--- src/rtl/fft_frame_sequencer.sv ---
// Streaming wrapper around a combinational FFT/iFFT core: gathers a 2*N-word frame,
// holds it on the core inputs, waits for the core to settle, then streams X[] out.
module fft_frame_sequencer #(
  parameter int unsigned N      = 16,
  parameter int unsigned W      = 16,
  parameter int unsigned SETTLE = 2
) (
  input  logic                    clk,
  input  logic                    rst_n,
  input  logic                    in_valid,
  output logic                    in_ready,
  input  logic [W:0]              in_data,
  input  logic                    in_last,
  input  logic                    in_mode,
  output logic                    out_valid,
  input  logic                    out_ready,
  output logic [W+N-1:0]          out_data,
  output logic                    out_last,
  output logic [2*N-1:0][W:0]     core_x,
  output logic                    core_sel,
  input  logic [2*N-1:0][W+N-1:0] core_X,
  output logic                    busy,
  output logic                    frame_err,
  output logic [15:0]             frame_cnt
);

  localparam int unsigned Words = 2 * N;
  localparam int unsigned IdxW  = (Words > 1) ? $clog2(Words) : 1;
  localparam int unsigned CntW  = (SETTLE > 0) ? $clog2(SETTLE + 1) : 1;
  localparam logic [IdxW-1:0] LastIdx = IdxW'(Words - 1);

  typedef enum logic [1:0] {StIdle, StLoad, StSettle, StUnload} state_e;

  state_e                   state_q, state_d;
  logic [IdxW-1:0]          wr_idx_q, wr_idx_d;
  logic [IdxW-1:0]          rd_idx_q, rd_idx_d;
  logic [CntW-1:0]          cnt_q, cnt_d;
  logic [Words-1:0][W:0]    core_x_q, core_x_d;
  logic                     sel_q, sel_d;
  logic [Words-1:0][W+N-1:0] res_q, res_d;
  logic [15:0]              frame_cnt_q, frame_cnt_d;
  logic                     err_q, err_d;

  always_comb begin
    state_d     = state_q;
    wr_idx_d    = wr_idx_q;
    rd_idx_d    = rd_idx_q;
    cnt_d       = cnt_q;
    core_x_d    = core_x_q;
    sel_d       = sel_q;
    res_d       = res_q;
    frame_cnt_d = frame_cnt_q;
    err_d       = 1'b0;
    in_ready    = 1'b0;
    out_valid   = 1'b0;
    out_data    = '0;
    out_last    = 1'b0;

    unique case (state_q)
      StIdle: begin
        in_ready = 1'b1;
        if (in_valid) begin
          core_x_d[0] = in_data;
          sel_d       = in_mode;
          wr_idx_d    = IdxW'(1);
          // A single-word frame ending here is malformed; drop it and stay idle.
          if (in_last) begin
            err_d = 1'b1;
          end else begin
            state_d = StLoad;
          end
        end
      end

      StLoad: begin
        in_ready = 1'b1;
        if (in_valid) begin
          core_x_d[wr_idx_q] = in_data;
          if (wr_idx_q == LastIdx) begin
            // Full frame is kept even if in_last is missing; only flag it.
            err_d   = ~in_last;
            cnt_d   = CntW'(SETTLE);
            state_d = StSettle;
          end else if (in_last) begin
            err_d   = 1'b1;
            state_d = StIdle;
          end else begin
            wr_idx_d = wr_idx_q + IdxW'(1);
          end
        end
      end

      StSettle: begin
        if (cnt_q == '0) begin
          res_d    = core_X;
          rd_idx_d = '0;
          state_d  = StUnload;
        end else begin
          cnt_d = cnt_q - CntW'(1);
        end
      end

      StUnload: begin
        out_valid = 1'b1;
        out_data  = res_q[rd_idx_q];
        out_last  = (rd_idx_q == LastIdx);
        if (out_ready) begin
          if (rd_idx_q == LastIdx) begin
            frame_cnt_d = frame_cnt_q + 16'd1;
            state_d     = StIdle;
          end else begin
            rd_idx_d = rd_idx_q + IdxW'(1);
          end
        end
      end

      default: state_d = StIdle;
    endcase
  end

  always_ff @(posedge clk) begin
    if (!rst_n) begin
      state_q     <= StIdle;
      wr_idx_q    <= '0;
      rd_idx_q    <= '0;
      cnt_q       <= '0;
      core_x_q    <= '0;
      sel_q       <= 1'b0;
      res_q       <= '0;
      frame_cnt_q <= '0;
      err_q       <= 1'b0;
    end else begin
      state_q     <= state_d;
      wr_idx_q    <= wr_idx_d;
      rd_idx_q    <= rd_idx_d;
      cnt_q       <= cnt_d;
      core_x_q    <= core_x_d;
      sel_q       <= sel_d;
      res_q       <= res_d;
      frame_cnt_q <= frame_cnt_d;
      err_q       <= err_d;
    end
  end

  assign core_x    = core_x_q;
  assign core_sel  = sel_q;
  assign busy      = (state_q != StIdle);
  assign frame_err = err_q;
  assign frame_cnt = frame_cnt_q;

endmodule

--- config.mk ---
export PLATFORM = sky130hd
export DESIGN_NAME = fft_frame_sequencer
export DESIGN_NICKNAME = d
export VERILOG_FILES = /design/src/rtl/fft_frame_sequencer.sv
export SDC_FILE = /design/constraint.sdc
export NUM_CORES = 2
export LEC_CHECK = 0
export CAP_MARGIN = 20
export CORE_AREA = 5 5 643 645
export DETAILED_ROUTE_END_ITERATION = 12
export DIE_AREA = 0 0 648 650
export GPL_ROUTABILITY_DRIVEN = 1
export PLACE_DENSITY = 0.31
export SLEW_MARGIN = 20
export SYNTH_ARGS = -nofsm -noshare
export SYNTH_HDL_FRONTEND = slang
export SYNTH_SLANG_ARGS = --single-unit
--- constraint.sdc ---
create_clock -name clk -period 4.6 [get_ports clk]
set_input_delay 0.46 -clock clk [delete_from_list [all_inputs] [get_ports clk]]
set_output_delay 0.46 -clock clk [all_outputs]
set_load 0.005 [all_outputs]
==> implementation parameters <==
Parameter                              Value

Synth
  Cell type with the highest aggregate area in the netlist ... dfxtp_1
  Number of synthesized flops with an enable pin ... 0
  Number of register bits inferred by synthesis ... 1600
  Mean instance size in the synthesized netlist ... 8.21 um2
  Sequential area share after synthesis ... 50.4%
  Area share of the leading cell type in the synthesized netlist ... 50.4%
  Post-synth net total ... 8788
  Main area contributors after synthesis ... dfxtp_1 50%, nand2_1 19%, a21oi_1 13%, mux4_2 6.8%, clkbuf_1 2.5%
  YS warnings ... 0
  Share of synthesized registers carrying an async set or reset ... 0%
  Post-synth cell types ... 60
  Most used DFF post-synth ... dfxtp_1
  Number of instances in the synthesized netlist ... 7731
  Post-synth design cell area ... 63500 um2

Placement
  GP Congestion ... 0.868
  Detail Placement HPWL ... 321000 um
  I/O Buffers ... 1644

Timing
  Total Negative Setup Slacks ... -0.0199 ns
  Final Max Slew Viols ... 0
  Final Hold Vio Count ... 0
  Slew HR ... 14.1%
  Fmax ... 216 MHz
  Clock Skews ... 0.0611 ns
  Setup violators final ... 1
  Least setup slack across all paths after layout ... -0.0199 ns
  Period utilization ... 100%
  Setup repair after global routing missed its margin ... no
  Clock period minus worst slack ... 4.62 ns
  Smallest hold slack ... 0.103 ns
  Measured slew at the worst slew-check pin ... 1.29 ns

Routing
  Avg WL per Cell ... 27.9 um
  Post-detailed-route via-to-cell ratio ... 4.18
  Iter 0 DRT Violations ... 4478
  Total Routed Length ... 415000 um
  Post-route ant nets ... 0
  Initial DRT Pass Iterations ... 5
  Number of DRC violations after detailed routing ... 0
  Detailed-route via count ... 62.1k

Layout
  Ratio of cells with drive above 1 in the final layout ... 9.36%
  # nets final ... 10.3k
  Footprint of the multi-input gates ... 29000 um2
  Fill cell instance count of the final layout ... 45.0k
  Final cell utilization of the core ... 23.1%
  Synthesis-to-finish area growth ... 48.4%
  Commonest cells after routing, fill and taps aside ... 3147 x nand2_1, 1624 x clkdlybuf4s50_1, 1594 x dfxtp_1, 1586 x a21oi_1, 209 x clkbuf_16
  Area occupied by registers ... 32000 um2
  Most frequent standard cell in the layout excluding fill and tap cells ... nand2_1

Pwr
  Pwr Total ... 32.4 mW
  Peak supply drop ... 0.275 mV
  Ratio of total power to cell area ... 344 nW/um2
  Leak Pwr ... 29.1 nW

Setup path
  Endpoint required time on the critical path ... 4.14 ns
  Data arrival time of the critical path ... 4.16 ns
  Worst setup EP type ... primary output
  Critical setup path kind ... flip-flop to primary output
  Peak fanout along the critical path ... 61
  Kind of start point of the critical path ... flip-flop

Clock network
  # clock sinks ... 1600
  CTS root buf ... clkbuf_16
  Clock buffer depth ... 4
  CTS clk-pin slew, worst paths ... 0.06 ns
  Maximum level of the CTS H-tree ... 4
  TritonCTS buffer count ... 208
  CTS tree ... built
  Clock insertion delay at the later pin of the skew report ... 0.87 ns

Die
  Width of the die ... 648 um
  Die Ht ... 650 um
  Number of placed I/O pins ... 1645
  Number of core rows ... 235
  Core Region ... 408000 um2
  Initial cell density of the core ... 15.6%
  Area of the die ... 421000 um2

Run status
  Run status ... complete, but fails checks
  Violations in the final reports ... setup timing

GRT
  Global-route usage over all layers ... 18.8%
  Pin count of the biggest net entering global routing ... 156
  Remaining global-route overflow ... 0
  Global-route wire length before repair ... 548000 um
  Number of global-route vias before repair ... 61.4k
  Number of antenna violations at the first check in global routing ... 176

Hold path
  Path class of the lowest-slack min-delay path ... input pin to flip-flop

Flow run
  Max-cap violations ... 0
-- cell type report --
cell class | instances | share of cell area, %
timing repair buffer | 1916 | 20.4
sequential | 1600 | 34.0
clock inverter | 64 | 0.949
clock buffer | 303 | 6.42
inverter | 13 | 0.0597
tap | 5451 | 7.24
multi-input combinational | 5469 | 30.7
antenna | 58 | 0.154
-- worst paths after layout --
path	startpoint	endpoint	slack (ns)	cells past startpoint
worst max register to register	rd_idx_q[0]	frame_cnt[15]	1.44	9
worst min-delay path	in_data[2]	core_x[359]	0.10	3
worst max-delay path	rd_idx_q[1]	out_data[16]	-0.02	6
worst min register to register	core_x[170]	core_x[170]	0.45	2
-- report_power, final --
group          switching [mW]  internal [mW]
clock                    6.99           9.92
combinational           0.769          0.885
sequential             0.0109           13.9
total                    7.77           24.7
-- stage by stage --
stage | cells | worst slack [ns] | instance area, um2
6_report | 14874 | -0.0199 | 94200
5_1_grt | 14862 | 0.00624 | 94200
4_1_cts | 14815 | -0.0121 | 94100
3_5_place_dp | 14399 | -0.0442 | 86300
3_3_place_gp | 14399 | -0.0486 | 86200
2_1_floorplan | 7731 | 1.87 | 63500
-- metal layers --
| metal | vias to the layer above | GRT usage, % | part of all wire [%] |
|---|---|---|---|
| met5 | - | 0 | 0.010 |
| met4 | 8 | 8.18 | 4.7 |
| met3 | 692 | 3.14 | 5.1 |
| met2 | 1980 | 33.3 | 50 |
| met1 | 30583 | 22.0 | 40 |
| li1 | 28867 | - | - |
-- kinds of logic (layout without fill, tap and decap cells) --
| group | Yosys count | in the layout | synth area share, % |
|---|---|---|---|
| fa+ha+maj | 10 | 10 | 0.197 |
| buf+inv | 662 | 2296 | 4.60 |
| xor+xnor | 13 | 13 | 0.179 |
| other cells | 0 | 58 | 0 |
| compound gates | 1809 | 1809 | 15.4 |
| flops | 1600 | 1600 | 50.4 |
| simple gates | 3294 | 3294 | 20.0 |
| mux | 343 | 343 | 9.19 |
-- cells in the mapped netlist, types with 18 or more instances --
master        n
a22oi_1      34
a2111oi_2    19
mux4_2      192
a21oi_1    1593
a22o_1       31
nor2_2       26
buf_4        21
nor2_1       43
nand2_1    3149
o22ai_1      32
buf_6        18
dfxtp_1    1600
clkbuf_1    426
o221ai_1     31
buf_2       167
a211oi_1     32
mux2i_1     150
-- worst max-delay path: stages, from the launching register on --
cell and delay (ns):
dfxtp_4 0.41, nand3b_1 0.23, buf_12 0.41, o221ai_1 0.21, a21oi_1 1.03, a211oi_1 0.29
clkdlybuf4s50_1 0.64
-- sequential cells by signal, summed over array words and instances (netlist names), named ones only --
register	flops
cnt_q	2
core_sel	1
core_x	544
frame_cnt	16
frame_err	1
rd_idx_q	5
res_q	1024
state_q	1
wr_idx_q	5
-- what timing repair did --
item | 4_1_cts | 5_1_grt
endpoints found under the hold margin | 41 | 0
setup endpoints to repair | 32 | 6
pin swaps | 5 | 1
gates resized for setup | 48 | 5
setup buffers | 18 | 0
hold buffers | 31 | 0
No activity file was read; power rests on OpenSTA's default activity.
